### src/rtl/ascii_to_b7_if.sv
`default_nettype none
// ascii_to_b7_if: valid/ready character handshake into the serial transmitter.
// Rev 1.0
interface ascii_to_b7_if;
  logic [6:0] in_data;
  logic       in_valid;
  logic       in_ready;

  modport master (output in_data, output in_valid, input in_ready);
  modport slave  (input in_data, input in_valid, output in_ready);
endinterface
`default_nettype wire

### src/rtl/ascii_to_b7.sv
`default_nettype none
// ascii_to_b7: FIFO-buffered 7-bit MSB-first serializer with idle-character fill.
// Rev 1.0
module ascii_to_b7 #(
  parameter int         DEPTH     = 4,
  parameter logic [6:0] IDLE_CHAR = 7'h16,
  localparam int        LW        = $clog2(DEPTH) + 1
) (
  input  wire logic          clk,
  input  wire logic          rst,
  ascii_to_b7_if.slave       in_if,
  output logic               out,
  output logic               frame_start,
  output logic               sending_idle,
  output logic [LW-1:0]      fifo_level
);

  localparam int            PW         = $clog2(DEPTH);
  localparam logic [LW-1:0] FULL_COUNT = LW'(DEPTH);

  logic [6:0]    shreg;
  logic [2:0]    bit_idx;
  logic          idle_flag;
  logic [6:0]    mem [DEPTH];
  logic [PW-1:0] rd_ptr;
  logic [PW-1:0] wr_ptr;
  logic [LW-1:0] count;
  logic          empty;
  logic          push;
  logic          load;
  logic          pop;

  assign empty          = (count == '0);
  assign in_if.in_ready = (count != FULL_COUNT);
  assign push           = in_if.in_valid && in_if.in_ready;
  assign load           = (bit_idx == 3'd6);
  // The load edge sees the pre-edge FIFO state: no bypass of a same-cycle write.
  assign pop            = load && !empty;

  always_ff @(posedge clk or negedge rst) begin
    if (!rst) begin
      shreg     <= IDLE_CHAR;
      bit_idx   <= 3'd0;
      idle_flag <= 1'b1;
    end else if (load) begin
      bit_idx <= 3'd0;
      if (!empty) begin
        shreg     <= mem[rd_ptr];
        idle_flag <= 1'b0;
      end else begin
        shreg     <= IDLE_CHAR;
        idle_flag <= 1'b1;
      end
    end else begin
      shreg   <= {shreg[5:0], 1'b0};
      bit_idx <= bit_idx + 3'd1;
    end
  end

  always_ff @(posedge clk or negedge rst) begin
    if (!rst) begin
      rd_ptr <= '0;
      wr_ptr <= '0;
      count  <= '0;
    end else begin
      if (push) wr_ptr <= wr_ptr + 1'b1;
      if (pop)  rd_ptr <= rd_ptr + 1'b1;
      case ({push, pop})
        2'b10:   count <= count + 1'b1;
        2'b01:   count <= count - 1'b1;
        default: count <= count;
      endcase
    end
  end

  always_ff @(posedge clk) begin
    if (push) mem[wr_ptr] <= in_if.in_data;
  end

  assign out          = shreg[6];
  assign frame_start  = (bit_idx == 3'd0);
  assign sending_idle = idle_flag;
  assign fifo_level   = count;

endmodule
`default_nettype wire

### src/flat_wrapper.sv
// flat-port wrapper written by rule: the top's interface ports become plain ports
module ascii_to_b7_flat 
#(
  parameter int         DEPTH     = 4,
  parameter logic [6:0] IDLE_CHAR = 7'h16,
  localparam int        LW        = $clog2(DEPTH) + 1
)
  (clk, rst, out, frame_start, sending_idle, fifo_level, in_if_in_data, in_if_in_valid, in_if_in_ready);
  ascii_to_b7_if in_if_i ();
  input  wire logic clk;
  input  wire logic rst;
  output logic out;
  output logic frame_start;
  output logic sending_idle;
  output logic [LW-1:0] fifo_level;
  input wire logic [$bits(in_if_i.in_data)-1:0] in_if_in_data;
  input wire logic [$bits(in_if_i.in_valid)-1:0] in_if_in_valid;
  output wire logic [$bits(in_if_i.in_ready)-1:0] in_if_in_ready;
  assign in_if_i.in_data = in_if_in_data;
  assign in_if_i.in_valid = in_if_in_valid;
  assign in_if_in_ready = in_if_i.in_ready;
  ascii_to_b7 #(.DEPTH(DEPTH), .IDLE_CHAR(IDLE_CHAR)) u_core (.clk(clk), .rst(rst), .in_if(in_if_i), .out(out), .frame_start(frame_start), .sending_idle(sending_idle), .fifo_level(fifo_level));
endmodule
### config.mk
export PLATFORM = sky130hd
export DESIGN_NAME = ascii_to_b7_flat
export DESIGN_NICKNAME = d
export VERILOG_FILES = /design/src/rtl/ascii_to_b7_if.sv /design/src/rtl/ascii_to_b7.sv /design/src/flat_wrapper.sv
export SDC_FILE = /design/constraint.sdc
export NUM_CORES = 1
export LEC_CHECK = 0
export BUFFER_PORTS_ARGS = -buffer_cell sky130_fd_sc_hd__buf_4
export CAP_MARGIN = 10
export CORE_MARGIN = 4
export CORE_UTILIZATION = 55
export CTS_CLUSTER_DIAMETER = 100
export DETAILED_ROUTE_END_ITERATION = 12
export PLACE_DENSITY = 0.87
export RECOVER_POWER = 100
export SLEW_MARGIN = 20
export SYNTH_ARGS = -nofsm -noshare
export SYNTH_HDL_FRONTEND = slang
export SYNTH_SLANG_ARGS = --single-unit
### constraint.sdc
create_clock -name clk -period 2.4 [get_ports clk]
set_input_delay 0.36 -clock clk [delete_from_list [all_inputs] [get_ports clk]]
set_output_delay 0.36 -clock clk [all_outputs]
set_load 0.02 [all_outputs]
---- Word level (Yosys, flattened, before mapping) ----
Memory sizes are Yosys's and may differ from the RTL's.
Cells that the tools add are included.
storage, ports and cells
  register bits after elaboration ......... 18
  memory bits (writable) .................. 28
  input bits .............................. 10
  memories kept ........................... 1
operators by class
  add/sub/neg operators ................... 5
  equal/unequal tests ..................... 4
  multiplexer cells ....................... 7
  reduce and logical (&&, ||, !) cells .... 6
memory list
  name        depth  bits a word  read ports  clocked after memory_dff  write ports  line               RTL
  u_core.mem  4      7            1           0                         1            ascii_to_b7.sv:24  logic [6:0] mem [DEPTH];
operators with widths
  kind                   number
  $mux W7                2
  $add A3 B1 Y3 const B  2
  $logic_not A3 Y1       2
  $pmux W3 S2            1
  $add A2 B1 Y2 const B  2
  $eq A3 B3 Y1 const B   1
  $mux W1                3
  $mux W3                1
  $ne A3 B3 Y1 const B   1
  $sub A3 B1 Y3 const B  1
  $eq A2 B1 Y1 const B   1
  $eq A2 B2 Y1 const B   1
  $logic_and A1 B1 Y1    2
  $reduce_bool A2 Y1     1
  $logic_not A1 Y1       1

---- Depth between registers and ports, before layout ----
  depth after elaboration ................. 5
  mapped depth ............................ 10

---- Worst setup path after synthesis ----
No wires, ideal clock.
  path kind ............................... register -> register
  from .................................... register u_core.count[0] (netlist: u_core.fifo_level[0])
  to ...................................... register u_core.count[2] (netlist: u_core.fifo_level[2])
  data arrival time ....................... 2,144 ps
  slack ................................... 176 ps
  stages on the path, launching flop included .. 10
  buffers on the path ..................... 0
  cells stage by stage .................... dfrtp_1 > or3b_4 > and2_4 > inv_1 > ha_1 > inv_1 > fa_1 > xor2_1 > nor2_1 > xor2_1
between the ends
  elaborated cells on any way between the ends .. 11
RTL lines
  what                                                      line                RTL
  start, declared                                           ascii_to_b7.sv:27   logic [LW-1:0] count;
  start signal, assigned                                    ascii_to_b7.sv:69   2'b10: count <= count + 1'b1;
  start signal, assigned                                    ascii_to_b7.sv:70   2'b01: count <= count - 1'b1;
  start signal, assigned                                    ascii_to_b7.sv:71   default: count <= count;
  $ne A3 B3 Y1 (*)                                          ascii_to_b7.sv:34   assign in_if.in_ready = (count != FULL_COUNT);
  named net in_if_in_ready                                  flat_wrapper.sv:18  output wire logic [$bits(in_if_i.in_ready)-1:0] in_if_in_ready;
  $logic_and A1 B1 Y1 (*)                                   ascii_to_b7.sv:35   assign push = in_if.in_valid && in_if.in_ready;
  $eq A2 B1 Y1 / $eq A2 B2 Y1 (equally long branches)       ascii_to_b7.sv:68   case ({push, pop})
  $pmux W3 S2 / $reduce_bool A2 Y1 (equally long branches)  n/a
Mark *: on every way through the listed nets, which the timed path passes. The rest lies on a longest branch.
A chain may end at the register's enable or synchronous reset.

---- Worst setup path after layout ----
  from .................................... register u_core.count[0] (netlist: u_core.fifo_level[0])
  to ...................................... register u_core.count[2] (netlist: u_core.fifo_level[2])
between the ends
  cells in the longest elaborated chain, start to end .. 5
  elaborated cells on any way between the ends .. 11
RTL lines
  what                                                      line               RTL
  $logic_not A3 Y1                                          ascii_to_b7.sv:33  assign empty = (count == '0);
  $logic_not A1 Y1                                          ascii_to_b7.sv:38  assign pop = load && !empty;
  $logic_and A1 B1 Y1                                       ascii_to_b7.sv:38
  $eq A2 B1 Y1 / $eq A2 B2 Y1 (equally long branches)       ascii_to_b7.sv:68
  $pmux W3 S2 / $reduce_bool A2 Y1 (equally long branches)  n/a
Parallel ways exist; a longest one is shown, timed or not.

==> flow_metrics.env <==
export IMPL_status="finished clean"
export IMPL_syn_avg_cell_area_um2=17.6
export IMPL_cts_tree="done"
export IMPL_setup_viol=0
export IMPL_worstMarginPinSlew_ns=0.961
export IMPL_drt_antenna_violating_nets=0
export IMPL_core_area_mm2=0.00313
export IMPL_syn_inst=105
export IMPL_synth_nets=121
export IMPL_die_w_um=66.0
export IMPL_nNetsFinal=143
export IMPL_hold_path_class="in -> reg"
export IMPL_ys_warn_count=0
export IMPL_cp_arrival_ns=2.46
export IMPL_die_area_mm2=0.00435
export IMPL_multiInputGateArea_um2=508
export IMPL_rsz0062_at_grt="no"
export IMPL_vias_per_cell=5.37
export IMPL_io_buffers=16
export IMPL_layout_commonest_cell="edfxtp_1"
export IMPL_swShare_pct=29.2
export IMPL_grt_max_degree=19
export IMPL_cts_buffers=5
export IMPL_dr_pass1_iters=4
export IMPL_crit_path_top_delay_cell="dfrtp_1"
export IMPL_r2r_setup_slack_ns=0.20
export IMPL_drt_wl_total_mm=2.82
export IMPL_fill_cells=238
export IMPL_p_seq_share_pct=54.4
export IMPL_slew_headroom_pct=35.9
export IMPL_r2r_end="u_core.fifo_level[2]$_DFFE_PN0P_"
export IMPL_path_clk_slew_ns=0.12
export IMPL_cp_required_ns=2.67
export IMPL_start_kind="register"
export IMPL_fin_util_pct=65.3
export IMPL_yosys_top_cells_area="edfxtp_1 (45%), dfrtp_1 (19%), mux4_2 (8.5%)"
export IMPL_antenna_found_initial=0
export IMPL_fin_crit_ns=2.20
export IMPL_r2r_cells=9
export IMPL_maxCapViolCount=0
export IMPL_fmax_mhz=455
export IMPL_power_frac_clock_pct=19.1
export IMPL_clkSinkCount=46
export IMPL_switchingPower_uw=671
export IMPL_cts_resized=0
export IMPL_synthFlopType="edfxtp_1"
export IMPL_cts_root_buf="clkbuf_4"
export IMPL_worstSetupEndpointType="register"
export IMPL_clk_latency_ns=0.34
export IMPL_crit_start="u_core.fifo_level[0]$_DFFE_PN0P_"
export IMPL_p_per_area_mw_per_mm2=1130
export IMPL_areaGrowthSynthToFinish_pct=10.4
export IMPL_start_util_pct=59.1
export IMPL_ios=17
export IMPL_fin_tns_setup_ns=0
export IMPL_synth_edf_count=28
export IMPL_power_internal_uw=1630
export IMPL_power_share_combinational_pct=26.5
export IMPL_peakVddDrop_mv=0.511
export IMPL_num_antenna_cells=0
export IMPL_ys_ff_latch=46
export IMPL_drt_iter0_markers=30
export IMPL_htreeDepth=2
export IMPL_routedWlPerCell_um=16.4
export IMPL_worstPathMaxFanout=6
export IMPL_netlist_area_leader_share_pct=45.5
export IMPL_synth_largest_area_cell="edfxtp_1"
export IMPL_hpwl_mm=2.00
export IMPL_critPathMaxStageDelay_ns=0.45
export IMPL_critical_path_class="reg -> reg"
export IMPL_slew_viol_final=0
export IMPL_cts_buffer_depth=2
export IMPL_routed_via_count=924
export IMPL_place_congestion=0.697
export IMPL_crit_chain="or3b_4, and2_4, inv_1, ha_1, inv_1, fa_1, xor2_1, nor2_1, xor2_1"
export IMPL_skew_ns=0.0109
export IMPL_leakagePower_uw=0.000777
export IMPL_gr_total_overflow=0
export IMPL_r2r_start="u_core.fifo_level[0]$_DFFE_PN0P_"
export IMPL_first_global_vias=984
export IMPL_rows=20
export IMPL_finalHoldViolations=0
export IMPL_p_total_uw=2300
export IMPL_netlist_area_mm2=0.00185
export IMPL_dieHeight_um=66.0
export IMPL_grt_usage_pct=15.2
export IMPL_register_area_mm2=0.00130
export IMPL_grt_pass1_wl_mm=4.73
export IMPL_synth_distinct_cells=28
export IMPL_endpoint="u_core.fifo_level[2]$_DFFE_PN0P_"
export IMPL_layout_common_cells="edfxtp_1 (28), clkbuf_1 (17), dfrtp_1 (14)"
export IMPL_ys_async_sr_fraction_pct=39.1
export IMPL_drc=0
export IMPL_period_share_pct=91.5
export IMPL_drive_gt1_share_pct=17.2
export IMPL_yosysSeqAreaShare_pct=70.1
[routing by layer]
metal / vias to the layer above / GRT usage [%] / part of all wire (%)
li1: 429 / - / -
met1: 470 / 17.5 / 40
met2: 21 / 27.0 / 55
met3: 4 / 3.74 / 4.4
met4: 0 / 6.09 / 0.60
met5: - / 0 / 0
[through the flow]
stage          worst slack [ns]  hold slack [ns]  std cells  instance area, µm²
4_1_cts                   0.192            0.198        172                2100
2_1_floorplan             0.176           0.0644        105                1850
3_3_place_gp              0.289            0.234        163                2020
5_1_grt                  0.0508            0.258        172                2040
6_report                  0.204            0.266        172                2040
3_5_place_dp              0.218            0.241        163                2020
[synth_stat cells (2+ instances only)]
| library cell | number |
|---|---|
| edfxtp_1 | 28 |
| dfrtp_1 | 14 |
| inv_1 | 7 |
| mux4_2 | 7 |
| ha_1 | 5 |
| and3_2 | 4 |
| dfstp_2 | 4 |
| nor2_1 | 4 |
| xnor2_1 | 4 |
| a22o_1 | 3 |
| o22a_1 | 3 |
| buf_2 | 2 |
| nand2_1 | 2 |
| nand3b_1 | 2 |
| nor3_1 | 2 |
| xor2_1 | 2 |
[worst min-delay path by stage]
stage / from / to / slack (ns) / depth (start not counted)
after floorplan: rst / u_core.bit_idx[0]$_DFF_PN0_ / 0.06 / 0
after global placement: rst / u_core.fifo_level[2]$_DFFE_PN0P_ / 0.23 / 1
after detailed placement: rst / u_core.fifo_level[2]$_DFFE_PN0P_ / 0.24 / 1
after CTS: in_if_in_data[2] / u_core.mem[3][2]$_DFFE_PP_ / 0.20 / 1
after global routing: in_if_in_data[3] / u_core.mem[1][3]$_DFFE_PP_ / 0.26 / 1
final: in_if_in_data[2] / u_core.mem[0][2]$_DFFE_PP_ / 0.27 / 1
[critical path: cells and delay by family (launching register included)]
| family | cells | cell delay [ns] |
|---|---|---|
| adders and majority gates | 2 | 0.54 |
| buffers and inverters | 2 | 0.11 |
| xor gates and xnor gates | 2 | 0.30 |
| and+or+nand+nor | 3 | 0.74 |
| DFF | 1 | 0.45 |
[registers in the layout (all words and copies together) (netlist names)]
name,count
u_core.wr_ptr,2
u_core.sending_idle,1
u_core.rd_ptr,2
u_core.bit_idx,3
u_core.mem,28
u_core.fifo_level,3
u_core.shreg,7
[power groups by stage]
stage	Sequential (µW)	Clock [µW]	Combinational (µW)
detailed placement	1280	0	657
global placement	1260	0	637
finish	1250	439	610
CTS	1260	450	664
floorplan	1230	0	482
global route	1290	486	673
[kinds of logic (layout without fill, tap and decap cells)]
logic type      Yosys count  after routing  synth area share, %
compound gates            8              8                 3.38
xor+xnor                  6              6                 2.84
fa+ha+maj                 6              6                 4.47
buf+inv                  10             33                 2.17
flops                    46             46                 70.1
mux                      10             10                 10.5
simple gates             19             19                 6.56
[timing repair]
item                      in CTS  in global routing
hold buffers                   1                  0
hold endpoints to repair      14                  0
buffers inserted               0                  0
[cell type report]
type / instances / share of cell area [%]
flip-flops and latches: 46 / 63.5
clock inverters: 1 / 1.47
well taps: 44 / 2.70
repair buffers: 18 / 3.98
inverters: 7 / 1.29
multi-input cells: 49 / 24.9
clock buffers: 7 / 2.21
Note: power is estimated with default switching activity, not from simulation.
